File: src/rtl/cp0_pkg.sv
// Shared constants and the exception-type decoder for the CP0 register file.
package cp0_pkg;

  // CP0 register numbers
  localparam logic [4:0] REG_BADVADDR = 5'd8;
  localparam logic [4:0] REG_COUNT    = 5'd9;
  localparam logic [4:0] REG_COMPARE  = 5'd11;
  localparam logic [4:0] REG_STATUS   = 5'd12;
  localparam logic [4:0] REG_CAUSE    = 5'd13;
  localparam logic [4:0] REG_EPC      = 5'd14;
  localparam logic [4:0] REG_PRID     = 5'd15;
  localparam logic [4:0] REG_CONFIG   = 5'd16;

  // Read-only identification registers
  localparam logic [31:0] PRID_VAL   = 32'h004C_0102;
  localparam logic [31:0] CONFIG_VAL = 32'h0000_8000;

  // Resolved exception types coming from the priority encoder
  localparam logic [31:0] EXC_INT  = 32'h0000_0001;
  localparam logic [31:0] EXC_ADEL = 32'h0000_0004;
  localparam logic [31:0] EXC_ADES = 32'h0000_0005;
  localparam logic [31:0] EXC_SYS  = 32'h0000_0008;
  localparam logic [31:0] EXC_BP   = 32'h0000_0009;
  localparam logic [31:0] EXC_RI   = 32'h0000_000a;
  localparam logic [31:0] EXC_OV   = 32'h0000_000c;
  localparam logic [31:0] EXC_ERET = 32'h0000_000e;

  // Cause.ExcCode values
  localparam logic [4:0] CODE_INT  = 5'h00;
  localparam logic [4:0] CODE_ADEL = 5'h04;
  localparam logic [4:0] CODE_ADES = 5'h05;
  localparam logic [4:0] CODE_SYS  = 5'h08;
  localparam logic [4:0] CODE_BP   = 5'h09;
  localparam logic [4:0] CODE_RI   = 5'h0a;
  localparam logic [4:0] CODE_OV   = 5'h0c;

  // Status reset value (BEV=1) and software-writable bit masks
  localparam logic [31:0] STATUS_RESET = 32'h0040_0000;
  localparam logic [31:0] STATUS_WMASK = 32'h0040_FF03;
  localparam logic [31:0] CAUSE_WMASK  = 32'h0000_0300;
  localparam int          STATUS_EXL   = 1;
  localparam int          CAUSE_BD     = 31;

  typedef struct packed {
    logic       valid;
    logic [4:0] code;
    logic       load_badvaddr;
  } exc_decode_t;

  // Map an exception type to its ExcCode; unknown types decode as "no exception".
  function automatic exc_decode_t decode_exc(input logic [31:0] etype);
    exc_decode_t r;
    case (etype)
      EXC_INT:  r = '{1'b1, CODE_INT,  1'b0};
      EXC_ADEL: r = '{1'b1, CODE_ADEL, 1'b1};
      EXC_ADES: r = '{1'b1, CODE_ADES, 1'b1};
      EXC_SYS:  r = '{1'b1, CODE_SYS,  1'b0};
      EXC_BP:   r = '{1'b1, CODE_BP,   1'b0};
      EXC_RI:   r = '{1'b1, CODE_RI,   1'b0};
      EXC_OV:   r = '{1'b1, CODE_OV,   1'b0};
      default:  r = '{1'b0, 5'h00,     1'b0};
    endcase
    return r;
  endfunction

endpackage

File: src/rtl/cp0_timer.sv
// Count/Compare timer: Count advances every second cycle, timer_int_o latches
// on a Count==Compare match and is cleared only by rewriting Compare.
module cp0_timer
  import cp0_pkg::*;
(
  input  logic        clk,
  input  logic        rst,
  input  logic        count_we_i,
  input  logic        compare_we_i,
  input  logic [31:0] data_i,
  output logic [31:0] count_o,
  output logic [31:0] compare_o,
  output logic        timer_int_o
);

  logic        tick_q, tick_d;
  logic [31:0] count_q, count_d;
  logic [31:0] compare_q, compare_d;
  logic        timer_int_q, timer_int_d;

  // Next-state for tick, Count, Compare and the sticky timer interrupt
  always_comb begin
    tick_d      = ~tick_q;
    count_d     = count_q;
    compare_d   = compare_q;
    timer_int_d = timer_int_q;
    if (count_we_i) begin
      count_d = data_i;
      tick_d  = 1'b0;
    end else if (tick_q) begin
      count_d = count_q + 32'd1;
    end else begin
      count_d = count_q;
    end
    // A Compare write clears the interrupt even if a match happens this cycle
    if (compare_we_i) begin
      compare_d   = data_i;
      timer_int_d = 1'b0;
    end else if ((compare_q != 32'd0) && (count_q == compare_q)) begin
      timer_int_d = 1'b1;
    end else begin
      timer_int_d = timer_int_q;
    end
  end

  // Timer state registers with synchronous reset
  always_ff @(posedge clk) begin
    if (rst) begin
      tick_q      <= 1'b0;
      count_q     <= 32'd0;
      compare_q   <= 32'd0;
      timer_int_q <= 1'b0;
    end else begin
      tick_q      <= tick_d;
      count_q     <= count_d;
      compare_q   <= compare_d;
      timer_int_q <= timer_int_d;
    end
  end

  assign count_o     = count_q;
  assign compare_o   = compare_q;
  assign timer_int_o = timer_int_q;

endmodule

File: src/rtl/cp0_regfile.sv
// Coprocessor-0 register file: MTC0/MFC0 access, exception/ERET bookkeeping
// for Status, Cause, EPC and BadVAddr, plus the Count/Compare timer.
module cp0_regfile
  import cp0_pkg::*;
(
  input  logic        clk,
  input  logic        rst,
  input  logic        we_i,
  input  logic [4:0]  waddr_i,
  input  logic [4:0]  raddr_i,
  input  logic [31:0] data_i,
  input  logic [5:0]  int_i,
  input  logic [31:0] excepttype_i,
  input  logic [31:0] current_inst_addr_i,
  input  logic        is_in_delayslot_i,
  input  logic [31:0] bad_addr_i,
  output logic [31:0] data_o,
  output logic [31:0] count_o,
  output logic [31:0] compare_o,
  output logic [31:0] status_o,
  output logic [31:0] cause_o,
  output logic [31:0] epc_o,
  output logic [31:0] badvaddr_o,
  output logic        timer_int_o
);

  logic [31:0] status_q, status_d;
  logic [31:0] cause_q, cause_d;
  logic [31:0] epc_q, epc_d;
  logic [31:0] badvaddr_q, badvaddr_d;
  exc_decode_t exc_s;
  logic        eret_s;
  logic        count_we_s, compare_we_s;

  assign count_we_s   = we_i && (waddr_i == REG_COUNT);
  assign compare_we_s = we_i && (waddr_i == REG_COMPARE);

  cp0_timer u_timer (
    .clk          (clk),
    .rst          (rst),
    .count_we_i   (count_we_s),
    .compare_we_i (compare_we_s),
    .data_i       (data_i),
    .count_o      (count_o),
    .compare_o    (compare_o),
    .timer_int_o  (timer_int_o)
  );

  // Next-state: MTC0 writes first, then exception/ERET updates override their fields
  always_comb begin
    exc_s      = decode_exc(excepttype_i);
    eret_s     = (excepttype_i == EXC_ERET);
    status_d   = status_q;
    cause_d    = cause_q;
    epc_d      = epc_q;
    badvaddr_d = badvaddr_q;

    cause_d[15:10] = int_i;

    if (we_i && (waddr_i == REG_STATUS)) begin
      status_d = data_i & STATUS_WMASK;
    end else begin
      status_d = status_q;
    end
    if (we_i && (waddr_i == REG_CAUSE)) begin
      cause_d = (cause_d & ~CAUSE_WMASK) | (data_i & CAUSE_WMASK);
    end else begin
      cause_d = cause_d;
    end
    if (we_i && (waddr_i == REG_EPC)) begin
      epc_d = data_i;
    end else begin
      epc_d = epc_q;
    end

    if (exc_s.valid) begin
      cause_d[6:2]          = exc_s.code;
      status_d[STATUS_EXL]  = 1'b1;
      // A nested exception keeps the EPC/BD of the original one
      if (!status_q[STATUS_EXL]) begin
        epc_d             = is_in_delayslot_i ? (current_inst_addr_i - 32'd4)
                                              : current_inst_addr_i;
        cause_d[CAUSE_BD] = is_in_delayslot_i;
      end else begin
        epc_d             = epc_d;
      end
      if (exc_s.load_badvaddr) begin
        badvaddr_d = bad_addr_i;
      end else begin
        badvaddr_d = badvaddr_q;
      end
    end else if (eret_s) begin
      status_d[STATUS_EXL] = 1'b0;
    end else begin
      status_d = status_d;
    end
  end

  // Architectural CP0 registers with synchronous reset
  always_ff @(posedge clk) begin
    if (rst) begin
      status_q   <= STATUS_RESET;
      cause_q    <= 32'd0;
      epc_q      <= 32'd0;
      badvaddr_q <= 32'd0;
    end else begin
      status_q   <= status_d;
      cause_q    <= cause_d;
      epc_q      <= epc_d;
      badvaddr_q <= badvaddr_d;
    end
  end

  // MFC0 read mux; no bypass from a same-cycle write
  always_comb begin
    case (raddr_i)
      REG_BADVADDR: data_o = badvaddr_q;
      REG_COUNT:    data_o = count_o;
      REG_COMPARE:  data_o = compare_o;
      REG_STATUS:   data_o = status_q;
      REG_CAUSE:    data_o = cause_q;
      REG_EPC:      data_o = epc_q;
      REG_PRID:     data_o = PRID_VAL;
      REG_CONFIG:   data_o = CONFIG_VAL;
      default:      data_o = 32'd0;
    endcase
  end

  assign status_o   = status_q;
  assign cause_o    = cause_q;
  assign epc_o      = epc_q;
  assign badvaddr_o = badvaddr_q;

endmodule

File: config.mk
export PLATFORM = sky130hd
export DESIGN_NAME = cp0_regfile
export DESIGN_NICKNAME = d
export VERILOG_FILES = /design/src/rtl/cp0_pkg.sv /design/src/rtl/cp0_timer.sv /design/src/rtl/cp0_regfile.sv
export SDC_FILE = /design/constraint.sdc
export NUM_CORES = 1
export LEC_CHECK = 0
export ABC_CLOCK_PERIOD_IN_PS = 2300
export BUFFER_PORTS_ARGS = -buffer_cell sky130_fd_sc_hd__buf_4
export CORE_ASPECT_RATIO = 1.5
export CORE_MARGIN = 1.5
export CORE_UTILIZATION = 25
export CTS_CLUSTER_DIAMETER = 120
export DETAILED_ROUTE_END_ITERATION = 10
export PLACE_DENSITY = 0.53
export SYNTH_ARGS = -nofsm -noshare
export SYNTH_HDL_FRONTEND = slang
export SYNTH_HIERARCHICAL = 1
export SYNTH_SLANG_ARGS = --single-unit
File: constraint.sdc
create_clock -name clk -period 2.3 [get_ports clk]
set_input_delay 0.115 -clock clk [delete_from_list [all_inputs] [get_ports clk]]
set_output_delay 0.115 -clock clk [all_outputs]
set_load 0.005 [all_outputs]
==> flow_metrics.env, run 1 <==
export IMPL_final_cell_mix="buf_4 (369), dfxtp_1 (154), nor2_1 (127), mux2i_1 (90), dlygate4sd3_1 (77)"
export IMPL_fp_dieW_um=157
export IMPL_cp_required_ps=2590
export IMPL_drt_total_wl_um=40500
export IMPL_grt_max_degree=71
export IMPL_grt_most_used_layer="met2"
export IMPL_rsz0062_at_grt="false"
export IMPL_cpMostUsedCell="buf_4"
export IMPL_cpLargestDelayFamily="buffers and inverters"
export IMPL_fmax_ghz=0.465
export IMPL_synth_area_sq_mm=0.00889
export IMPL_met2_usage=0.409
export IMPL_synth_distinct_cells=69
export IMPL_synth_ff_type="dfxtp_1"
export IMPL_cts_buffer_depth=2
export IMPL_antenna_found_initial=0
export IMPL_cts_root_buf="clkbuf_16"
export IMPL_tightest_slew_ps=665
export IMPL_yosys_warnings=6
export IMPL_hold_end="epc_o[27]$_SDFF_PP0_"
export IMPL_drt_first_pass_iters=7
export IMPL_worst_path_largest_cell_delay_ps=570
export IMPL_min_from="current_inst_addr_i[27]"
export IMPL_post_cts_buffers=0
export IMPL_io_pins=373
export IMPL_fin_crit_sh=0.935
export IMPL_met3_usage=0.0338
export IMPL_clk_pin_slew_ps=60
export IMPL_grt_pass1_vias=9199
export IMPL_htree_levels=4
export IMPL_reg2reg_depth=4
export IMPL_timing_rr_end="u_timer/count_o[16]$_SDFFE_PP0P_"
export IMPL_synth_edf_count=0
export IMPL_die_h_um=234
export IMPL_tns_ps=0
export IMPL_timing_slew_headroom=0.557
export IMPL_cellPowerDensity_mw_per_mm2=492
export IMPL_min_path_type="in -> reg"
export IMPL_p_leak_uw=0.00544
export IMPL_grt_overflow=0
export IMPL_rows=84
export IMPL_grt_first_pass_wirelength_um=58200
export IMPL_whs_path_depth=3
export IMPL_met1_usage=0.235
export IMPL_die_area_sq_mm=0.0367
export IMPL_syn_avg_cell_area_sq_um=8.81
export IMPL_drv_slew=0
export IMPL_cts_tree="yes"
export IMPL_antennaDiodeCount=0
export IMPL_crit_path_end_kind="register"
export IMPL_cts_buffers=17
export IMPL_critPathKind="in -> reg"
export IMPL_fill_cells=3558
export IMPL_coreArea_sq_mm=0.0350
export IMPL_crit_chain="dlygate4sd3_1 -> buf_4 -> a21o_1 -> a221o_1 -> or4_2 -> buf_4 -> a31oi_1 -> a221oi_2"
export IMPL_wl_per_cell_um=21.3
export IMPL_worstPathMaxFanout=15
export IMPL_ys_seq_area_frac=0.347
export IMPL_synthArstFlopShare=0
export IMPL_register_area_sq_mm=0.00308
export IMPL_vdd_drop_max_uv=457
export IMPL_grtUsageTotal=0.217
export IMPL_rr_startpoint="u_timer/count_o[9]$_SDFFE_PP0P_"
export IMPL_cts_hold_buf=77
export IMPL_synth_seq_cells=154
export IMPL_cts_resized=0
export IMPL_finClkSkew_ps=8.50
export IMPL_setup_viol=0
export IMPL_fin_total_pwr_uw=6620
export IMPL_nets=1567
export IMPL_reg2reg_slack_ps=300
export IMPL_globalplace_congestion=0.864
export IMPL_status="completed"
export IMPL_clock_latency_ps=450
export IMPL_final_common_cell="buf_4"
export IMPL_syn_to_final_growth_pct=51.4
export IMPL_startpoint_type="primary input"
export IMPL_drv_cap=0
export IMPL_portBuffers=332
export IMPL_final_hold_violation_count=0
export IMPL_slowest_stage="or4_2"
export IMPL_vias=9264
export IMPL_hpwl_um=30800
export IMPL_synthCells=1009
export IMPL_drive_gt1_frac=0.330
export IMPL_drt_iter0_markers=616
export IMPL_start_util=0.254
export IMPL_cp_data_arrival_time_ps=2440
export IMPL_cts_sinks=154
export IMPL_path_buf_inv=3
export IMPL_drc_errors=0
export IMPL_ant_nets=0
export IMPL_period_needed_ps=2150
export IMPL_multi_input_area_sq_mm=0.00537
export IMPL_via_per_inst=4.87
where the power goes:
group | switching [uW] | internal (uW) | total, uW
logic | 367 | 404 | 771
registers | 36.4 | 2690 | 2730
clock network | 1270 | 1850 | 3120
tightest hold or removal path, delay by kind of cell:
family | cells | cell delay, ps
buffers and inverters | 1 | 130
AO/OA/AOI/OAI | 2 | 160
how the worst max path moves through the flow:
stage,startpoint,to,slack [ps],cells after the start
global route,excepttype_i[3],epc_o[29]$_SDFF_PP0_,70,8
detailed placement,excepttype_i[28],epc_o[29]$_SDFF_PP0_,190,7
finish,excepttype_i[3],epc_o[29]$_SDFF_PP0_,150,8
global placement,excepttype_i[20],epc_o[27]$_SDFF_PP0_,230,7
floorplan,excepttype_i[28],epc_o[11]$_SDFF_PP0_,490,7
CTS,excepttype_i[3],epc_o[29]$_SDFF_PP0_,170,8
state kept, by name, indices dropped and copies added, names as in the netlist:
| name | flops |
|---|---|
| u_timer/compare_o | 32 |
| badvaddr_o | 32 |
| u_timer/timer_int_o | 1 |
| u_timer/tick_q | 1 |
| status_o | 11 |
| epc_o | 32 |
| u_timer/count_o | 32 |
| cause_o | 13 |
stage by stage:
stage                     worst slack [ps]  cells  cell area, sq um  hold WS [ps]   util
after floorplan                        485   1048              9030           240      -
after global placement                 229   1794             12100           324  0.344
after detailed placement               186   1794             12100           335  0.344
after CTS                              175   1902             13500         0.229  0.384
after global routing                  65.9   1902             13500          18.8  0.384
final                                  149   1902             13500          22.8  0.384
layout make-up:
cell class / count / area share
Sequential cell: 154 / 0.229
Clock inverter: 13 / 0.0142
Inverter: 8 / 0.00223
Timing Repair Buffer: 457 / 0.279
Tap cell: 473 / 0.0440
Clock buffer: 18 / 0.0326
Multi-Input combinational cell: 779 / 0.399
Yosys cell counts (6+ instances only):
cell type	n	area (sq um)
a211oi_2	15	188
inv_1	7	26.3
buf_4	42	315
or3_1	6	37.5
nand2_1	71	267
nor3_2	10	100
nor3_1	15	75.1
o21ai_0	9	45.0
a21oi_1	30	150
nand3b_1	9	67.6
clkbuf_1	39	146
a22oi_1	61	458
xnor2_1	57	499
buf_2	13	65.1
a222oi_1	6	60.1
nor4_1	29	181
mux2i_1	90	901
xor2_1	29	254
dfxtp_1	154	3080
buf_6	6	67.6
nand3_1	22	110
nor2b_1	21	131
nand4_1	18	113
buf_1	6	22.5
a211oi_1	44	330
nor2_1	129	484
layer usage:
metal  up-vias  part of all wire
li1       4421                 -
met1      4411              0.38
met2       369              0.53
met3        63             0.050
met4         0             0.038
met5         -                 0
cell families (layout without fill, tap and decap cells):
family                   after synthesis  in the layout  share of synthesized area
multiplexers                          90             90                      0.101
other                                  1             40                   0.000422
buffers and inverters                115            496                     0.0733
AO/OA/AOI/OAI                        186            186                      0.159
AND/OR/NAND/NOR                      375            375                      0.231
XOR/XNOR                              86             86                     0.0848
flip-flops                           154            154                      0.347
adder cells (fa/ha/maj)                2              2                    0.00282
(Power assumes the default switching activity.)
==> inputs of run 2 (changes only) <==
- CORE_ASPECT_RATIO: 1.5 -> unset
==> run 2 against run 1 <==
Net effect: hold slack lost 4.8 ps; sequential power about the same; clock power is essentially flat; critical endpoint is now epc_o[27]$_SDFF_PP0_; sequential cell count did not move.
==> flow_metrics.env, run 2 (same netlist as run 1, synthesis figures left out) <==
export IMPL_status="completed"
export IMPL_start_util=0.255
export IMPL_globalplace_congestion=0.820
export IMPL_drc_errors=0
export IMPL_wl_per_cell_um=20.5
export IMPL_cts_buffer_depth=2
export IMPL_final_cell_mix="buf_4 (374), dfxtp_1 (154), nor2_1 (127), mux2i_1 (90), dlygate4sd3_1 (77)"
export IMPL_crit_chain="dlygate4sd3_1 -> buf_4 -> a21o_1 -> a221o_1 -> or4_2 -> buf_4 -> a31oi_1 -> a221oi_2"
export IMPL_tns_ps=0
export IMPL_clock_latency_ps=440
export IMPL_crit_path_end_kind="register"
export IMPL_setup_viol=0
export IMPL_grt_max_degree=51
export IMPL_post_place_ws_ps=153
export IMPL_finClkSkew_ps=10.6
export IMPL_slowest_stage="or4_2"
export IMPL_nets=1569
export IMPL_fmax_ghz=0.478
export IMPL_fp_dieW_um=192
export IMPL_drv_slew=0
export IMPL_drt_iter0_markers=380
export IMPL_ant_nets=0
export IMPL_period_needed_ps=2090
export IMPL_cts_root_buf="clkbuf_16"
export IMPL_htree_levels=4
export IMPL_startpoint_type="primary input"
export IMPL_antennaDiodeCount=0
export IMPL_critPathKind="in -> reg"
export IMPL_cts_sinks=154
export IMPL_drive_gt1_frac=0.331
export IMPL_cts_resized=0
export IMPL_grtUsageTotal=0.205
export IMPL_coreArea_sq_mm=0.0348
export IMPL_path_buf_inv=3
export IMPL_clk_pin_slew_ps=70
export IMPL_cpLargestDelayFamily="buffers and inverters"
export IMPL_antenna_found_initial=0
export IMPL_grt_overflow=0
export IMPL_min_path_type="in -> reg"
export IMPL_vias=9097
export IMPL_fin_crit_sh=0.910
export IMPL_cp_required_ps=2620
export IMPL_cts_buffers=17
export IMPL_io_pins=373
export IMPL_worstPathMaxFanout=13
export IMPL_grt_first_pass_wirelength_um=55500
export IMPL_drt_first_pass_iters=5
export IMPL_worst_path_largest_cell_delay_ps=590
export IMPL_timing_hold_ws_ps=18.0
export IMPL_die_h_um=192
export IMPL_tightest_slew_ps=883
export IMPL_syn_to_final_growth_pct=50.9
export IMPL_rows=68
export IMPL_hpwl_um=29600
export IMPL_die_area_sq_mm=0.0367
export IMPL_final_common_cell="buf_4"
export IMPL_via_per_inst=4.82
export IMPL_cts_tree="yes"
export IMPL_cpMostUsedCell="buf_4"
export IMPL_final_hold_violation_count=0
export IMPL_vdd_drop_max_uv=511
export IMPL_fin_ws_ps=208
export IMPL_grt_pass1_vias=8736
export IMPL_rsz0062_at_grt="false"
export IMPL_drt_total_wl_um=38600
export IMPL_timing_slew_headroom=0.412
export IMPL_cp_data_arrival_time_ps=2410
export IMPL_drv_cap=0
export IMPL_p_leak_uw=0.00544
export IMPL_cellPowerDensity_mw_per_mm2=491
export IMPL_portBuffers=332
export IMPL_post_cts_buffers=0
-- run 2: cell types whose count changed in the layout (fill, tap and decap cells not counted), sizes merged --
cell / delta
buf: +2
-- run 2: layout make-up --
class                   count  area, sq um
multi-input cells         779         5370
well taps                 455          569
clock buffers              18          439
repair buffers            459         3730
fillers                  3527        21400
flip-flops and latches    154         3080
clock inverters            13          191
inverters                   8         30.0
-- run 2: what timing repair did --
item,CTS,global route
hold buffers,77,0
hold endpoints to repair,117,0
setup endpoints to repair,0,0
-- run 2: final timing paths --
check             slack, ps                               end                             from  cells after the start
setup / recovery        210              epc_o[27]$_SDFF_PP0_                  excepttype_i[1]                      8
hold / removal           20              epc_o[31]$_SDFF_PP0_          current_inst_addr_i[31]                      3
setup reg to reg        320  u_timer/count_o[16]$_SDFFE_PP0P_  u_timer/count_o[1]$_SDFFE_PP0P_                      5
hold reg to reg         480         status_o[13]$_SDFFE_PP0P_        status_o[13]$_SDFFE_PP0P_                      2
-- run 2: stage by stage --
step	power, uW	instances	util	instance area [sq um]
2_1_floorplan	3060	1048	-	9030
3_3_place_gp	3440	1778	0.345	12000
3_5_place_dp	3440	1778	0.345	12000
4_1_cts	6670	1886	0.385	13400
5_1_grt	6830	1886	0.385	13400
6_report	6590	1886	0.385	13400
-- run 2: power by group --
group / switching (uW) / internal (uW) / total [uW]
sequential: 36.7 / 2690 / 2730
combinational: 361 / 400 / 761
clock: 1250 / 1850 / 3100
total: 1640 / 4950 / 6590
-- run 2: metal layers --
layer	vias up	track usage	wire [um]
met3	34	0.0389	2070
met2	360	0.342	18300
met5	-	0	0
li1	4416	-	-
met1	4287	0.271	17600
met4	0	0.0532	559
-- run 2: worst min-delay path: cells and delay by family --
| kind | cells | cell delay [ps] |
|---|---|---|
| compound gates | 1 | 80 |
| buf+inv | 1 | 80 |
| xor+xnor | 1 | 130 |
